===== src/rtl/maze_update_rx.sv =====
// Serial grid-cell update receiver: synchronizes the robot controller's frame/strobe/data
// lines, assembles 8-bit packets, validates them and issues single-cycle cell writes.
module maze_update_rx #(
  parameter int TIMEOUT_CYCLES = 25000
) (
  input  logic       CLOCK,
  input  logic       RESET,
  input  logic       SFRAME_IN,
  input  logic       SCLK_IN,
  input  logic       SDATA_IN,
  input  logic       CLR_ERR,
  output logic       WR_EN,
  output logic [1:0] WR_ROW,
  output logic [2:0] WR_COL,
  output logic [1:0] WR_DATA,
  output logic       BUSY,
  output logic [7:0] PKT_COUNT,
  output logic [7:0] ERR_COUNT,
  output logic [2:0] ERR_CODE
);

  localparam logic [15:0] TMO_LAST = 16'(TIMEOUT_CYCLES - 1);

  typedef enum logic [2:0] {ST_DRAIN, ST_IDLE, ST_SHIFT, ST_CHECK, ST_WRITE} state_t;

  state_t     state_reg;
  logic [2:0] meta_reg, sync_reg;
  logic       clk_prev_reg;
  logic [1:0] prime_reg;
  logic [7:0] shift_reg;
  logic [3:0] bit_cnt_reg;
  logic [15:0] tmo_reg;
  logic       long_reg;
  logic       wr_en_reg;
  logic [1:0] wr_row_reg, wr_data_reg;
  logic [2:0] wr_col_reg;
  logic [7:0] pkt_count_reg, err_count_reg;
  logic [2:0] err_code_reg;

  logic       s_frame, s_clk, s_data, strobe;
  logic [2:0] check_code, rec_code;
  logic       timeout_hit, rec_err;

  assign s_frame = sync_reg[0];
  assign s_clk   = sync_reg[1];
  assign s_data  = sync_reg[2];

  // prime_reg keeps DRAIN from trusting s_frame until the synchronizer holds real samples.
  always_ff @(posedge CLOCK or posedge RESET) begin
    if (RESET) begin
      meta_reg     <= '0;
      sync_reg     <= '0;
      clk_prev_reg <= 1'b0;
      prime_reg    <= '0;
    end else begin
      meta_reg     <= {SDATA_IN, SCLK_IN, SFRAME_IN};
      sync_reg     <= meta_reg;
      clk_prev_reg <= s_clk;
      prime_reg    <= {prime_reg[0], 1'b1};
    end
  end

  always_comb begin
    strobe = s_clk & ~clk_prev_reg;
    if (long_reg)                   check_code = 3'd4;
    else if (bit_cnt_reg < 4'd8)    check_code = 3'd3;
    else if (^shift_reg)            check_code = 3'd1;
    else if (shift_reg[5:3] > 3'd4) check_code = 3'd2;
    else                            check_code = 3'd0;
    timeout_hit = (state_reg == ST_SHIFT) && s_frame && !strobe && (tmo_reg == TMO_LAST);
    rec_err  = 1'b0;
    rec_code = 3'd0;
    if (timeout_hit) begin
      rec_err  = 1'b1;
      rec_code = 3'd5;
    end else if (state_reg == ST_CHECK && check_code != 3'd0) begin
      rec_err  = 1'b1;
      rec_code = check_code;
    end
  end

  always_ff @(posedge CLOCK or posedge RESET) begin
    if (RESET) begin
      state_reg     <= ST_DRAIN;
      shift_reg     <= '0;
      bit_cnt_reg   <= '0;
      tmo_reg       <= '0;
      long_reg      <= 1'b0;
      wr_en_reg     <= 1'b0;
      wr_row_reg    <= '0;
      wr_col_reg    <= '0;
      wr_data_reg   <= '0;
      pkt_count_reg <= '0;
    end else begin
      wr_en_reg <= 1'b0;
      case (state_reg)
        ST_DRAIN: if (!s_frame && prime_reg[1]) state_reg <= ST_IDLE;
        ST_IDLE: begin
          if (s_frame) begin
            state_reg   <= ST_SHIFT;
            shift_reg   <= '0;
            bit_cnt_reg <= '0;
            tmo_reg     <= '0;
            long_reg    <= 1'b0;
          end
        end
        ST_SHIFT: begin
          // Frame fall takes precedence over a coincident strobe.
          if (!s_frame) begin
            state_reg <= ST_CHECK;
          end else if (strobe) begin
            tmo_reg <= '0;
            if (bit_cnt_reg < 4'd8) shift_reg <= {shift_reg[6:0], s_data};
            else                    long_reg  <= 1'b1;
            if (bit_cnt_reg != 4'hF) bit_cnt_reg <= bit_cnt_reg + 4'd1;
          end else if (timeout_hit) begin
            state_reg <= ST_DRAIN;
          end else begin
            tmo_reg <= tmo_reg + 16'd1;
          end
        end
        ST_CHECK: begin
          if (check_code != 3'd0) begin
            state_reg <= ST_IDLE;
          end else begin
            state_reg   <= ST_WRITE;
            wr_en_reg   <= 1'b1;
            wr_row_reg  <= shift_reg[7:6];
            wr_col_reg  <= shift_reg[5:3];
            wr_data_reg <= shift_reg[2:1];
          end
        end
        ST_WRITE: begin
          pkt_count_reg <= pkt_count_reg + 8'd1;
          state_reg     <= ST_IDLE;
        end
        default: state_reg <= ST_DRAIN;
      endcase
    end
  end

  // A clear in the same cycle as a new error discards that error.
  always_ff @(posedge CLOCK or posedge RESET) begin
    if (RESET) begin
      err_code_reg  <= '0;
      err_count_reg <= '0;
    end else if (CLR_ERR) begin
      err_code_reg  <= '0;
      err_count_reg <= '0;
    end else if (rec_err) begin
      err_code_reg <= rec_code;
      if (err_count_reg != 8'hFF) err_count_reg <= err_count_reg + 8'd1;
    end
  end

  assign WR_EN     = wr_en_reg;
  assign WR_ROW    = wr_row_reg;
  assign WR_COL    = wr_col_reg;
  assign WR_DATA   = wr_data_reg;
  assign BUSY      = (state_reg != ST_IDLE);
  assign PKT_COUNT = pkt_count_reg;
  assign ERR_COUNT = err_count_reg;
  assign ERR_CODE  = err_code_reg;

endmodule

===== config.mk =====
export PLATFORM = sky130hd
export DESIGN_NAME = maze_update_rx
export DESIGN_NICKNAME = d
export VERILOG_FILES = /design/src/rtl/maze_update_rx.sv
export SDC_FILE = /design/constraint.sdc
export NUM_CORES = 1
export LEC_CHECK = 0
export CAP_MARGIN = 20
export CORE_UTILIZATION = 50
export DETAILED_ROUTE_END_ITERATION = 7
export HOLD_SLACK_MARGIN = 0.05
export PLACE_DENSITY = 0.72
export SLEW_MARGIN = 15
export SYNTH_ARGS = -nofsm -noshare
export SYNTH_HDL_FRONTEND = slang
export SYNTH_SLANG_ARGS = --single-unit

===== constraint.sdc =====
create_clock -name CLOCK -period 6.1 [get_ports CLOCK]
set_input_delay 1.22 -clock CLOCK [delete_from_list [all_inputs] [get_ports CLOCK]]
set_output_delay 1.22 -clock CLOCK [all_outputs]
set_load 0.005 [all_outputs]

==> results.tsv <==
metric	value	unit
Post-synth EDFFs	0	
root buffer cell	clkbuf_8	
Worst setup SP type	flip-flop	
vias in the first global route	2133	
Simple-Gate Fraction of Synth Area	18.36	%
most frequent cells in the layout	68 x dfrtp_1, 33 x clkdlybuf4s50_1, 30 x nor2_1, 21 x xnor2_1, 20 x a21oi_1	
Die H	82.29	microns
CTS max path bufs	2	
setup bufs post-CTS	0	
Synth Area in Compound Gates	13.47	%
total CTS buffers	9	
post-synthesis register bit count	68	
Pre-antenna DRT Iters	4	
Mapped Nets	311	
crit path kind	flip-flop to output port	
antenna cells	0	
internal power	0.0007837	W
worst-path cell chain	nor2_1 -> nand2_1 -> clkdlybuf4s50_1	
Max FO, Critical Path	16	
Mapped Avg Cell Area	10.71	sq um
via/cell ratio	5.680	
CP max stage delay	600	ps
synthesis-to-finish area growth	18.94	%
routed length per instance	14.56	microns
critical path arrival	1940	ps
area leader, netlist	dfrtp_1	
first-pass GRT wire length	9922	microns
Die W	82.29	microns
combinational fraction of design power	19.9	%
Slowest-stage cell, CP	clkdlybuf4s50_1	
Fin Setup TNS	0	ps
Worst Hold Launch	meta_reg[1]	
synth top area cells	dfrtp_1 53%, xnor2_1 5.7%, mux2_2 3.8%	
vias	2380	
PortBufs	33	
clock sink total	68	
largest net degree at the start of global routing	69	
Final Max Tran Viols	0	
cell count after synthesis	301	
Core Area	6061	sq um
NetSw	0.0003507	W
FF-to-FF setup slack	3370	ps
final WL	6102	microns
crit share post-route	51.85	%
Critical Path RT	4880	ps
relative slew slack	41.47	%
clk_skew	5.816	ps
R2R Path Start	tmo_reg[0]	
unrepaired setup endpoints after global routing	false	
Distinct cells, synth	48	
Yosys top cell area share	52.80	%
Sw Share	30.91	%
Final Setup Violations	0	
end of the worst hold path	sync_reg[1]	
worst slew pin tran	871.3	ps
CTS resizes	0	
outcome	complete, no violations	
post-synthesis sequential area ratio	52.80	%
detailed-placement wirelength estimate	4222	microns
post-synthesis adder-cell area fraction	1.553	%
GP Congestion	0.8948	
Clock power frac	33.8	%
crit path capture type	output port	
Primary FF master, synth	dfrtp_1	
Pleak	1.636	nW
clock latency on the worst-skew pair	340	ps
Cell Pwr Density	295.9	nW/um^2
Iteration-0 DRC Markers	139	
H-tree Lvls	3	
clock-pin slew on the worst setup and hold paths	70	ps
antenna violations before repair	0	
post-synthesis mux area share	3.843	%
max cap viols	0	
# DRC	0	
Yosys Warn Count	0	
gr ovfl total	0	
CTS tree	built	
worst hold path depth	0	
Syn Std Cell Area	3223	sq um
largest family of logic cells by synthesized area	simple AND/OR/NAND/NOR gates	
nets@finish	349	
Async SR Flop Fraction	100.0	%
xor/xnor share of the synthesized area	7.298	%
number of routed nets with antenna violations	0	
die footprint	6772	sq um
crit path time final	3163	ps
Max Freq	316.2	MHz
GRT Total Usage	19.95	%
Seq pwr share	46.3	%
Hold WC Path Type	flip-flop to flip-flop	
Starting Density	53.18	%
worst reg2reg path endpoint	tmo_reg[15]	
hold_buf cts	0	
share of cells above drive strength 1	12.21	%
max reg flops	16	
worst reg-to-reg path cell count	8	
row cnt	28	
post-layout util	63.25	%
Fin. Hold Viols	0	
I/O pin total	34	
commonest non-fill, non-tap cell in the layout	dfrtp_1	
IR drop worst, VDD	0.0002437	V
## kinds of logic (layout without fill, tap and decap cells)
| group | after synthesis | in the layout |
|---|---|---|
| flip-flops | 68 | 68 |
| other | 1 | 1 |
| adder cells (fa/ha/maj) | 4 | 4 |
| buffers and inverters | 19 | 62 |
| AND/OR/NAND/NOR | 108 | 108 |
| AO/OA/AOI/OAI | 64 | 64 |
| XOR/XNOR | 26 | 26 |
| multiplexers | 11 | 11 |
## per-stage QoR
step | total power [W] | worst slack, ps | cells | hold slack (ps) | area (sq um)
after floorplan | 0.0006930 | 3168 | 301 | 331.2 | 3223
after global routing | 0.001194 | 2848 | 419 | 357.9 | 3834
after detailed placement | 0.0007549 | 3143 | 402 | 337.1 | 3617
final | 0.001134 | 2937 | 419 | 350.4 | 3834
after CTS | 0.001142 | 2955 | 418 | 354.1 | 3829
after global placement | 0.0007499 | 3282 | 402 | 332.6 | 3617
## worst max path at each step
stage / startpoint / to / slack (ps) / depth (start not counted)
after floorplan: RESET / ERR_CODE[0] / 3170 / 1
final: state_reg[2] / BUSY / 2940 / 3
after detailed placement: tmo_reg[0] / tmo_reg[15] / 3140 / 7
after global placement: tmo_reg[0] / tmo_reg[15] / 3280 / 7
after CTS: state_reg[2] / BUSY / 2960 / 3
after global routing: state_reg[2] / BUSY / 2850 / 3
## power by group through the flow
stage                     Clock [W]  Sequential (W)  Combinational, W
after CTS                  0.000393        0.000525          0.000224
after global routing       0.000412        0.000530          0.000253
after detailed placement          0        0.000533          0.000222
after floorplan                   0        0.000518          0.000175
final                      0.000383        0.000525          0.000226
after global placement            0        0.000530          0.000219
## cell type report
| type | instances | area (sq um) |
|---|---|---|
| Fill cell | 498 | 2227 |
| Clock buffer | 11 | 151.4 |
| Tap cell | 75 | 93.84 |
| Clock inverter | 5 | 60.06 |
| Timing Repair Buffer | 36 | 350.3 |
| Inverter | 10 | 37.54 |
| Sequential cell | 68 | 1702 |
| Multi-Input combinational cell | 214 | 1439 |
## synthesized netlist by cell type, types with 4 or more instances
cell type  instances
and3_1             7
nand3_1           13
dfrtp_1           68
nand4_1            8
ha_1               4
a211oi_1           6
a21oi_1           20
mux2_2            11
xnor2_1           21
xor2_1             4
clkbuf_1           5
inv_1             10
o21ai_0            9
nor2_1            30
nand3b_1           5
a22o_1             8
nand2_1           19
## critical path, delay by kind of cell, from the launching register on
family,cells,cell delay (ps)
buf+inv,1,600
flops,1,500
simple gates,2,490
## routing by layer
metal | track usage [%] | vias to the layer above | part of all wire [%]
met5 | 0 | - | 0
met4 | 10.35 | 0 | 2.0
met3 | 3.846 | 11 | 3.6
met2 | 30.66 | 44 | 46
met1 | 26.81 | 1159 | 48
li1 | - | 1166 | -
Note: power is estimated with default switching activity, not from simulation.
==> patch: new RTL, config.mk and constraints unchanged <==
Reset style: synchronous (`RESET`), changed in 3 clocked blocks.
--- a/src/rtl/maze_update_rx.sv
+++ b/src/rtl/maze_update_rx.sv
@@ -46,7 +46,7 @@
   assign s_data  = sync_reg[2];
 
   // prime_reg keeps DRAIN from trusting s_frame until the synchronizer holds real samples.
-  always_ff @(posedge CLOCK or posedge RESET) begin
+  always_ff @(posedge CLOCK) begin
     if (RESET) begin
       meta_reg     <= '0;
       sync_reg     <= '0;
@@ -79,7 +79,7 @@
     end
   end
 
-  always_ff @(posedge CLOCK or posedge RESET) begin
+  always_ff @(posedge CLOCK) begin
     if (RESET) begin
       state_reg     <= ST_DRAIN;
       shift_reg     <= '0;
@@ -140,7 +140,7 @@
   end
 
   // A clear in the same cycle as a new error discards that error.
-  always_ff @(posedge CLOCK or posedge RESET) begin
+  always_ff @(posedge CLOCK) begin
     if (RESET) begin
       err_code_reg  <= '0;
       err_count_reg <= '0;
Function: differs if RESET is asserted again (counterexample within 4 cycles, from zero or initial values and one cycle with RESET high); with RESET held inactive, the same outputs for 10 cycles.
==> patch against the original RTL <==
- non-clock buffer count unchanged
- design area shrank 2.8%
- count of clock-buffer cells in the layout grew 1
- sequential cell count unchanged
- wire length up 1.9%
- synthesized area fell by 0.50%
- setup slack better by 0.13 ns
- critical path type unchanged
Power is not compared: it rests on default switching activity, and its combinational part moved more than twofold at a synthesized area within 25%.
==> patch: results (changes against the original RTL) <==
status=completed; met2 WL=2930 um (+3.8%); GR Layer Usage met2=33.1% (+2.5 points); layout cell share with drive strength beyond 1=8.05% (-4.2 points); CTS Buf Count=9 (unchanged); Final Wtd Congestion=0.803 (-10%); Worst Hold Depth=1 (+1); vias in the first global route=2338 (+9.6%); routed wire length=6220 um (+1.9%); Crit path largest cell delay=0.48 ns (-0.12 ns); reg2reg end=tmo_reg[15]; slowest stage cell, crit path=dfxtp_1; ys async rst share=0% (-100 points); Reg2Reg Launch Point=sync_reg[0]; synth top area cells=dfxtp_1 42%, nor2_1 5.9%, xor2_1 4.4%, mux2i_1 3.1%, xnor2_1 3.0%; top cells by count, synth=68 x dfxtp_1, 50 x nor2_1, 21 x nand2_1, 16 x xor2_1, 13 x a21oi_1; WL met1=3020 um (+2.8%); GRT Util Overall=20.4% (+0.47 points); Cells after Synth=351 (+17%); met1 track demand over resource=25.9% (-0.94 points); R2R cell count=6 (-2); NumNets Final=392 (+12%); post-synth top area cell=dfxtp_1; final HPWL from detailed placement=4330 um (+2.6%); Clock Skew=0.00829 ns (+0.00247 ns); dpl cells=446 (+11%); largest net degree at the start of global routing=44 (-36%); switch share=22.2%; Synth Net Count=361 (+16%); r2r setup slk=3.61 ns (+0.24 ns); Fill cells=525 (+5.4%); min-delay src=meta_reg[2]; Netlist cell types=56 (+17%); global-route wire length before repair=10500 um (+5.8%); Critical Path Source=state_reg[0]; DR WL/cell=13.5 um (-7.2%); worst hold slack=0.435 ns (+0.0845 ns)
==> patch: cell types whose count changed in the layout (fill, tap and decap cells not counted), sizes merged, moves of 6 or more <==
cell and delta:
a21oi -6, a22oi +8, mux2i +10, xor2 +12
dfxtp +68, dfrtp -68, a22o -8, mux2 -11
o2111ai +9, and2 +8, nor2 +20, nor2b +9
xnor2 -10
==> patch: through the flow <==
step	worst slack [ns]	total power (W)	cell area, um^2
2_1_floorplan	3.85	0.000478	3210
3_3_place_gp	3.36	0.000485	3570
3_5_place_dp	3.31	0.000486	3570
4_1_cts	3.05	0.000794	3730
5_1_grt	2.96	0.000812	3730
6_report	3.07	0.000785	3730
==> patch: area by class of cell <==
| class | count | area share [%] |
|---|---|---|
| clock inverters | 2 | 0.336 |
| inverters | 9 | 0.907 |
| multi-input cells | 258 | 46.3 |
| flip-flops and latches | 68 | 36.5 |
| well taps | 75 | 2.52 |
| repair buffers | 36 | 9.47 |
| clock buffers | 12 | 3.90 |
==> patch: logic make-up (layout without fill, tap and decap cells) <==
family / count (synthesis) / after routing / synth area share [%]
muxes: 10 / 10 / 3.12
adders and majority gates: 4 / 4 / 1.56
xor gates and xnor gates: 30 / 30 / 9.36
AOI/OAI and AO/OA: 61 / 61 / 13.9
and+or+nand+nor: 153 / 153 / 25.9
DFF: 68 / 68 / 42.5
buffers and inverters: 25 / 59 / 3.71
==> patch: power groups by stage <==
stage               Sequential [W]  Clock (W)  Combinational (W)
floorplan                 0.000459          0          0.0000196
global placement          0.000461          0          0.0000245
detailed placement        0.000461          0          0.0000250
CTS                       0.000451   0.000318          0.0000251
global route              0.000451   0.000332          0.0000282
finish                    0.000451   0.000309          0.0000247
==> patch: worst max-delay path: cells and delay by family, from the launching register on <==
kind          cells  cell delay, ns
buf+inv           3            0.78
simple gates      1            0.22
flops             1            0.48
